===== src/rtl/uart_conduit_rx_pkg.sv =====
// Shared types and constants for the UART conduit receiver.
// The PARITY state only exists when UART_RX_PARITY_EN is defined.
package uart_conduit_pkg;

    localparam int DATA_W = 8;

    typedef enum logic [2:0] {
        ST_WAIT_IDLE,
        ST_IDLE,
        ST_START,
        ST_DATA,
`ifdef UART_RX_PARITY_EN
        ST_PARITY,
`endif
        ST_STOP
    } rx_state_e;

    // Clocks per oversample tick, truncated.
    function automatic int calc_div(input int clk_hz, input int baud, input int os);
        return clk_hz / (baud * os);
    endfunction

endpackage


===== src/rtl/uart_conduit_rx_if.sv =====
// Received-byte stream: first-word-fall-through data with valid/ready.
interface uart_conduit_rx_if;
    logic [uart_conduit_pkg::DATA_W-1:0] m_data;
    logic                                m_valid;
    logic                                m_ready;

    modport master (output m_data, output m_valid, input m_ready);
    modport slave  (input m_data, input m_valid, output m_ready);
endinterface


===== src/rtl/uart_conduit_rx_fifo.sv =====
// Synchronous FWFT byte FIFO; head reads 0 while empty.
module uart_rx_fifo #(
    parameter int W     = 8,
    parameter int DEPTH = 16
) (
    input  logic         clk,
    input  logic         rst_n,
    input  logic         push,
    input  logic         pop,
    input  logic [W-1:0] din,
    output logic         full,
    output logic         empty,
    output logic [W-1:0] head
);
    localparam int AW = $clog2(DEPTH);

    logic [W-1:0] mem_q [DEPTH];
    logic [AW:0]  wr_q, rd_q;
    logic         wr_en, rd_en;

    // Extra MSB on the pointers separates full from empty.
    assign empty = (wr_q == rd_q);
    assign full  = (wr_q[AW] != rd_q[AW]) && (wr_q[AW-1:0] == rd_q[AW-1:0]);
    assign rd_en = pop && !empty;
    assign wr_en = push && (!full || rd_en);
    assign head  = empty ? '0 : mem_q[rd_q[AW-1:0]];

    always_ff @(posedge clk or negedge rst_n) begin
        if (!rst_n) begin
            wr_q <= '0;
            rd_q <= '0;
        end else begin
            if (wr_en) wr_q <= wr_q + 1'b1;
            if (rd_en) rd_q <= rd_q + 1'b1;
        end
    end

    always_ff @(posedge clk) begin
        if (wr_en) mem_q[wr_q[AW-1:0]] <= din;
    end

endmodule


===== src/rtl/uart_conduit_rx.sv =====
// Oversampling UART receiver (8N1, or 8E1 with UART_RX_PARITY_EN) feeding a
// FWFT byte FIFO; pulses frame/parity/overrun errors.
module uart_conduit_rx
    import uart_conduit_pkg::*;
#(
    parameter int CLK_HZ     = 125000000,
    parameter int BAUD       = 115200,
    parameter int OVERSAMPLE = 16,
    parameter int FIFO_DEPTH = 16
) (
    input  logic               clk_125_clk,
    input  logic               rst_125_reset_n,
    input  logic               rxd,
    uart_conduit_rx_if.master  m,
    output logic               frame_err,
    output logic               parity_err,
    output logic               overrun,
    output logic               busy
);
    localparam int DIV = calc_div(CLK_HZ, BAUD, OVERSAMPLE);
    localparam int TW  = $clog2(DIV);
    localparam int PW  = $clog2(OVERSAMPLE);
    localparam logic [TW-1:0] TICK_LAST = TW'(DIV - 1);
    localparam logic [PW-1:0] HALF_LAST = PW'(OVERSAMPLE / 2 - 1);
    localparam logic [PW-1:0] FULL_LAST = PW'(OVERSAMPLE - 1);

    rx_state_e          state_q, state_d;
    logic [1:0]         sync_q;
    logic               prev_q;
    logic               rx_s;
    logic [TW-1:0]      tick_q;
    logic [PW-1:0]      phase_q;
    logic [2:0]         bit_cnt_q;
    logic [DATA_W-1:0]  shreg_q;
    logic               tick, phase_last, sample, start_det;
    logic               push, pop, full, empty;
    logic               ferr_d, par_bad;
    logic               frame_err_q, overrun_q, busy_q;

    assign rx_s      = sync_q[1];
    assign start_det = (state_q == ST_IDLE) && prev_q && !rx_s;

    always_ff @(posedge clk_125_clk or negedge rst_125_reset_n) begin
        if (!rst_125_reset_n) begin
            sync_q <= 2'b11;
            prev_q <= 1'b1;
        end else begin
            sync_q <= {sync_q[0], rxd};
            prev_q <= rx_s;
        end
    end

    // START waits half a bit to land mid-bit; later samples are a full bit apart.
    assign tick       = (tick_q == TICK_LAST);
    assign phase_last = (state_q == ST_START) ? (phase_q == HALF_LAST) : (phase_q == FULL_LAST);
    assign sample     = tick && phase_last;

    always_ff @(posedge clk_125_clk or negedge rst_125_reset_n) begin
        if (!rst_125_reset_n) begin
            tick_q  <= '0;
            phase_q <= '0;
        end else if (start_det) begin
            tick_q  <= '0;
            phase_q <= '0;
        end else begin
            tick_q <= tick ? '0 : tick_q + TW'(1);
            if (tick) phase_q <= phase_last ? '0 : phase_q + PW'(1);
        end
    end

`ifdef UART_RX_PARITY_EN
    logic par_q;
    logic perr_d;
    logic parity_err_q;
    assign par_bad = (par_q != ^shreg_q);
`else
    assign par_bad = 1'b0;
`endif

    always_ff @(posedge clk_125_clk or negedge rst_125_reset_n) begin
        if (!rst_125_reset_n) begin
            bit_cnt_q <= '0;
            shreg_q   <= '0;
`ifdef UART_RX_PARITY_EN
            par_q     <= 1'b0;
`endif
        end else if (sample) begin
            if (state_q == ST_START) bit_cnt_q <= '0;
            if (state_q == ST_DATA) begin
                shreg_q   <= {rx_s, shreg_q[DATA_W-1:1]};
                bit_cnt_q <= bit_cnt_q + 3'd1;
            end
`ifdef UART_RX_PARITY_EN
            if (state_q == ST_PARITY) par_q <= rx_s;
`endif
        end
    end

    always_ff @(posedge clk_125_clk or negedge rst_125_reset_n) begin
        if (!rst_125_reset_n) state_q <= ST_WAIT_IDLE;
        else                  state_q <= state_d;
    end

    always_comb begin
        state_d = state_q;
        push    = 1'b0;
        ferr_d  = 1'b0;
`ifdef UART_RX_PARITY_EN
        perr_d  = 1'b0;
`endif
        case (state_q)
            ST_WAIT_IDLE: if (rx_s) state_d = ST_IDLE;
            ST_IDLE:      if (start_det) state_d = ST_START;
            ST_START:     if (sample) state_d = rx_s ? ST_IDLE : ST_DATA;
            ST_DATA: begin
                if (sample && bit_cnt_q == 3'd7) begin
`ifdef UART_RX_PARITY_EN
                    state_d = ST_PARITY;
`else
                    state_d = ST_STOP;
`endif
                end
            end
`ifdef UART_RX_PARITY_EN
            ST_PARITY:    if (sample) state_d = ST_STOP;
`endif
            ST_STOP: begin
                if (sample) begin
                    if (rx_s) begin
                        state_d = ST_IDLE;
                        push    = !par_bad;
`ifdef UART_RX_PARITY_EN
                        perr_d  = par_bad;
`endif
                    end else begin
                        // Line held low: wait for idle so a break yields one error.
                        state_d = ST_WAIT_IDLE;
                        ferr_d  = 1'b1;
                    end
                end
            end
            default:      state_d = ST_WAIT_IDLE;
        endcase
    end

    assign pop = !empty && m.m_ready;

    uart_rx_fifo #(
        .W     (DATA_W),
        .DEPTH (FIFO_DEPTH)
    ) u_fifo (
        .clk   (clk_125_clk),
        .rst_n (rst_125_reset_n),
        .push  (push),
        .pop   (pop),
        .din   (shreg_q),
        .full  (full),
        .empty (empty),
        .head  (m.m_data)
    );

    assign m.m_valid = !empty;

    always_ff @(posedge clk_125_clk or negedge rst_125_reset_n) begin
        if (!rst_125_reset_n) begin
            frame_err_q <= 1'b0;
            overrun_q   <= 1'b0;
            busy_q      <= 1'b0;
        end else begin
            frame_err_q <= ferr_d;
            overrun_q   <= push && full && !pop;
            busy_q      <= (state_d != ST_IDLE);
        end
    end

`ifdef UART_RX_PARITY_EN
    always_ff @(posedge clk_125_clk or negedge rst_125_reset_n) begin
        if (!rst_125_reset_n) parity_err_q <= 1'b0;
        else                  parity_err_q <= perr_d;
    end
    assign parity_err = parity_err_q;
`else
    assign parity_err = 1'b0;
`endif

    assign frame_err = frame_err_q;
    assign overrun   = overrun_q;
    assign busy      = busy_q;

endmodule


===== src/flat_wrapper.sv =====
// flat-port wrapper written by rule: the top's interface ports become plain ports
module uart_conduit_rx_flat import uart_conduit_pkg::*;
#(
    parameter int CLK_HZ     = 125000000,
    parameter int BAUD       = 115200,
    parameter int OVERSAMPLE = 16,
    parameter int FIFO_DEPTH = 16
)
  (clk_125_clk, rst_125_reset_n, rxd, frame_err, parity_err, overrun, busy, m_m_data, m_m_valid, m_m_ready);
  uart_conduit_rx_if m_i ();
  input  logic clk_125_clk;
  input  logic rst_125_reset_n;
  input  logic rxd;
  output logic frame_err;
  output logic parity_err;
  output logic overrun;
  output logic busy;
  output wire logic [$bits(m_i.m_data)-1:0] m_m_data;
  output wire logic [$bits(m_i.m_valid)-1:0] m_m_valid;
  input wire logic [$bits(m_i.m_ready)-1:0] m_m_ready;
  assign m_m_data = m_i.m_data;
  assign m_m_valid = m_i.m_valid;
  assign m_i.m_ready = m_m_ready;
  uart_conduit_rx #(.CLK_HZ(CLK_HZ), .BAUD(BAUD), .OVERSAMPLE(OVERSAMPLE), .FIFO_DEPTH(FIFO_DEPTH)) u_core (.clk_125_clk(clk_125_clk), .rst_125_reset_n(rst_125_reset_n), .rxd(rxd), .m(m_i), .frame_err(frame_err), .parity_err(parity_err), .overrun(overrun), .busy(busy));
endmodule

===== config.mk =====
export PLATFORM = sky130hd
export DESIGN_NAME = uart_conduit_rx_flat
export DESIGN_NICKNAME = d
export VERILOG_FILES = /design/src/rtl/uart_conduit_rx_pkg.sv /design/src/rtl/uart_conduit_rx_if.sv /design/src/rtl/uart_conduit_rx_fifo.sv /design/src/rtl/uart_conduit_rx.sv /design/src/flat_wrapper.sv
export SDC_FILE = /design/constraint.sdc
export NUM_CORES = 1
export LEC_CHECK = 0
export ABC_AREA = 1
export CORE_MARGIN = 5
export CORE_UTILIZATION = 40
export DETAILED_ROUTE_END_ITERATION = 8
export MAX_ROUTING_LAYER = met4
export PLACE_DENSITY = 0.67
export SETUP_SLACK_MARGIN = 0.5
export SKIP_LAST_GASP = 1
export SLEW_MARGIN = 20
export SYNTH_ARGS = -nofsm -noshare
export SYNTH_HDL_FRONTEND = slang
export SYNTH_SLANG_ARGS = --single-unit
export TNS_END_PERCENT = 50

===== constraint.sdc =====
create_clock -name clk_125_clk -period 3 [get_ports clk_125_clk]
set_input_delay 0.3 -clock clk_125_clk [delete_from_list [all_inputs] [get_ports clk_125_clk]]
set_output_delay 0.3 -clock clk_125_clk [all_outputs]
set_load 0.005 [all_outputs]

==> results.md <==
GRT:
- Across every metal layer, demand over resource in global routing totals 0.1615.
- The aggregate global routing overflow is 0.
- Entering global routing, the biggest net connects 42 pins.
- The first global-routing pass estimated 24,940 um of wire.
- The initial antenna violation count is 0.
- The number of global-route vias before repair came to 4,809.

Detailed routing:
- After detailed routing, the average wire length per cell comes to 16.92 um.
- In the routed design, unresolved DRC markers number 0.
- Detailed routing inserted a total of 4,776 vias.
- The number of design-rule violations left by the first detailed-router iteration is 271.
- The first detailed-routing pass took 5 iterations.
- Once detail routing completed, the nets flagged for antenna violations numbered 0.
- The number of vias per cell is 5.260.
- The routed wire length is 15,360 um.

Clock tree:
- At the later pin of the worst-skew pair, clock insertion delay measures 420 ps.
- The clock tree from TritonCTS is done.
- The number of buffers on the longest clock path is 2.
- In this run the clock root is driven by a sky130_fd_sc_hd__clkbuf_16.
- The number of clock sinks is 169.
- Clock-pin slew was measured on the worst setup and hold paths at 70 ps.
- Clock tree synthesis inserted a total of 17 buffers.
- The depth of the CTS H-tree is 4.

Place:
- The HPWL reported at the end of detailed placement is 10,080 um.
- In this run the tool buffered the top-level ports with 15 buffer cells.
- The final weighted congestion in routability-driven placement is 0.8643.

Yosys:
- Of the post-synthesis cell area, the dominant cell type holds 0.5351.
- The area of the mapped netlist is 7183 sq um.
- The number of warnings printed during yosys synthesis is 0.
- Counting flops with an async set or reset pin after synthesis yields a share of 0.2426.
- Yosys attributes the largest share of cell area to sky130_fd_sc_hd__edfxtp_1 (54%), sky130_fd_sc_hd__dfrtp_1 (13%), sky130_fd_sc_hd__nor2_1 (5.1%), sky130_fd_sc_hd__nand2_1 (4.3%), sky130_fd_sc_hd__o21ai_0 (4.3%).
- The number of nets in the synthesized netlist is 644.
- The synthesized design contains 128 enable-type register cells.
- The post-synthesis sequential element count is 169.
- The instance count of the mapped netlist is 630.
- The count of different cell masters after synthesis is 35.
- After synthesis, the mean cell area works out to 11.40 sq um.
- sky130_fd_sc_hd__edfxtp_1 takes more of the synthesized area than any other cell.
- The commonest register cell after synthesis is sky130_fd_sc_hd__edfxtp_1.
- The fraction of the yosys area taken by sequential cells is 0.6785.

Floorplan:
- In this run the horizontal extent of the chip is 144.0 um.
- The core region is 17,840 sq um.
- The cell row count is 49.
- The starting density of the core is 0.4026.
- The die boundary height is 144.0 um.
- 17 I/O pins were placed.
- The die area is 20,740 sq um.

Setup path:
- The top fanout value on the critical path is 11.
- Together, buffers and inverters on the worst path number 5.
- The cell with the largest stage delay on the worst path is sky130_fd_sc_hd__dfrtp_2.
- The critical path launch point type is a register.
- The worst setup path is of the register to output port kind.
- The largest single stage delay on the critical path is 440 ps.
- Data on the critical path is required at its endpoint by 2700 ps.
- The dominant delay contributor by cell family on the critical path is buffers and inverters.
- The endpoint class of the critical path is an output port.
- Traced cell by cell, the critical path runs through buf_4 -> inv_1 -> buf_4 -> o21ai_0 -> o22ai_1 -> nand2_1 -> nand2_1 -> inv_1 -> a21oi_1 -> dlygate4sd2_1.
- STA puts the critical path data arrival time at 2200 ps.

Power:
- The power density of the placed cells is 839.5 nW/um^2.
- The standby leakage power is 3.477 nW.
- The peak ir drop on the vdd network is 0.5261 mV.
- After layout, the design draws a total of 0.006948 W.

Timing:
- For the final routed database, the setup TNS stands at 0 ps.
- The worst pin sits at a relative slew slack of 0.3748.
- The final number of hold-violating endpoints is 0.
- The shortest clock period the worst path allows after layout is 2503 ps.
- The number of pins exceeding their max-slew limit in the final report came to 0.
- Across the routed clock network, the largest skew measured is 12.98 ps.
- Setup violations remaining at the end of the flow were counted as 0.
- Setup repair after global routing could not meet its margin everywhere.
- The achievable clock frequency is 399.6 MHz.
- The transition time of the tightest slew-check pin is 937.8 ps.
- Of the available clock period, the critical path in the final layout requires 0.8343.

Cells and area:
- At the end of the flow, the number of nets in the layout was 680.
- The share of post-route cells with drive strength above 1 is 0.1208.
- Compared with the post-synthesis result, the final layout area differs by 15.22%.
- The repair_antennas step left the layout with diodes totalling 0.

Min path:
- In this run the worst hold path is classified as input pin to async pin.

Job:
- The number of maximum-capacitance violations is 0.

Outcome:
- The run finished with clean final reports.
==> per-stage QoR <==
stage               utilization  setup WS [ps]  instance area, sq um  hold WS, ps  std cells
finish                   0.4639          497.2                  8277        19.51        908
global route             0.4639          306.1                  8277        92.53        908
CTS                      0.4634          443.7                  8267        38.26        908
detailed placement       0.4300          372.9                  7671        347.9        874
global placement         0.4300          465.4                  7671        346.9        874
floorplan                     -          662.9                  7183        4.409        630
==> layout by cell type, fill, tap and decap left out, types with 4 or more instances in the layout <==
cell                              Yosys  final
sky130_fd_sc_hd__edfxtp_1           128    128
sky130_fd_sc_hd__nor2_1              98     97
sky130_fd_sc_hd__nand2_1             83     83
sky130_fd_sc_hd__o21ai_0             62     62
sky130_fd_sc_hd__dfrtp_1             38     36
sky130_fd_sc_hd__inv_1               34     34
sky130_fd_sc_hd__nand3_1             31     31
sky130_fd_sc_hd__buf_4                1     27
sky130_fd_sc_hd__nor3_1              20     17
sky130_fd_sc_hd__a21oi_1             17     17
sky130_fd_sc_hd__o22ai_1             17     17
sky130_fd_sc_hd__clkbuf_16            0     17
sky130_fd_sc_hd__o211ai_1            16     16
sky130_fd_sc_hd__o21ai_1             10     10
sky130_fd_sc_hd__ha_1                10     10
sky130_fd_sc_hd__xor2_1               8      8
sky130_fd_sc_hd__dlygate4sd2_1        0      8
sky130_fd_sc_hd__inv_6                0      7
sky130_fd_sc_hd__clkdlybuf4s50_1      0      6
sky130_fd_sc_hd__xnor2_1              4      4
==> worst register-to-register path, delay by kind of cell (launching register included) <==
family                   cells  cell delay [ps]
AND/OR/NAND/NOR              7              880
flip-flops                   1              410
buffers and inverters        4              580
adder cells (fa/ha/maj)      1              150
==> Yosys cell counts (13+ instances only) <==
cell and n:
sky130_fd_sc_hd__nand3_1 31, sky130_fd_sc_hd__o211ai_1 16, sky130_fd_sc_hd__o21ai_0 62, sky130_fd_sc_hd__o22ai_1 17
sky130_fd_sc_hd__nor3_1 20, sky130_fd_sc_hd__edfxtp_1 128, sky130_fd_sc_hd__nor2_1 98, sky130_fd_sc_hd__dfrtp_1 38
sky130_fd_sc_hd__inv_1 34, sky130_fd_sc_hd__buf_2 13, sky130_fd_sc_hd__nand2_1 83, sky130_fd_sc_hd__a21oi_1 17
==> metal layers <==
metal  part of all wire  vias up  wire length (um)  track usage
li1                   -     2279                 -            -
met1               0.45     2346              6940       0.2084
met2               0.48      129              7411       0.2565
met3              0.052       22               801      0.03803
met4              0.013        0               207      0.04757
met5                  0        -                 0            -
==> cell families after synthesis <==
group | synth area share
fa+ha+maj | 0.01742
simple gates | 0.1531
xor+xnor | 0.01463
flops | 0.6785
other cells | 0.0005221
buf+inv | 0.04041
compound gates | 0.09546
==> report_power, final <==
| part | leakage, nW | internal, W | switching (W) |
|---|---|---|---|
| combinational | 1.18 | 0.000827 | 0.00132 |
| clock | 0.272 | 0.00117 | 0.000929 |
| sequential | 2.02 | 0.00259 | 0.000113 |
==> path summary, 6_finish.rpt <==
check | from | end | slack (ps) | depth (start not counted)
worst max-delay path | u_core.u_fifo.rd_q[1] | m_m_data[3] | 500 | 10
worst min-delay path | rst_125_reset_n | u_core.u_fifo.rd_q[1] | 20 | 1
worst max register to register | u_core.tick_q[0] | u_core.u_fifo.mem_q[9][2] | 680 | 12
worst min register to register | u_core.sync_q[0] | u_core.sync_q[1] | 360 | 0
max in group asynchronous | rst_125_reset_n | u_core.u_fifo.rd_q[0] | 2340 | 1
min in group clk_125_clk | rxd | u_core.sync_q[0] | 280 | 1
==> repair_timing <==
item,in CTS,in global routing
endpoints found under the setup margin,32,24
pin swaps,5,0
hold buffers,0,0
gates resized for setup,15,2
setup buffers,2,0
==> flip-flops by register name, summed over array words and instances (netlist names) <==
name,flops
u_core.frame_err,1
u_core.u_fifo.wr_q,5
u_core.busy,1
u_core.tick_q,7
u_core.prev_q,1
u_core.u_fifo.rd_q,5
u_core.bit_cnt_q,3
u_core.shreg_q,8
u_core.state_q,3
u_core.overrun,1
u_core.phase_q,4
u_core.u_fifo.mem_q,128
u_core.sync_q,2
==> final cells by class <==
class                           count  area (sq um)
Clock buffer                       19         432.9
Sequential cell                   169          4876
Tap cell                          229         286.5
Fill cell                        1583          9564
Inverter                           40         150.1
Timing Repair Buffer               43         357.8
Clock inverter                     13         131.4
Multi-Input combinational cell    395          2042
Note: power is estimated with default switching activity, not from simulation.
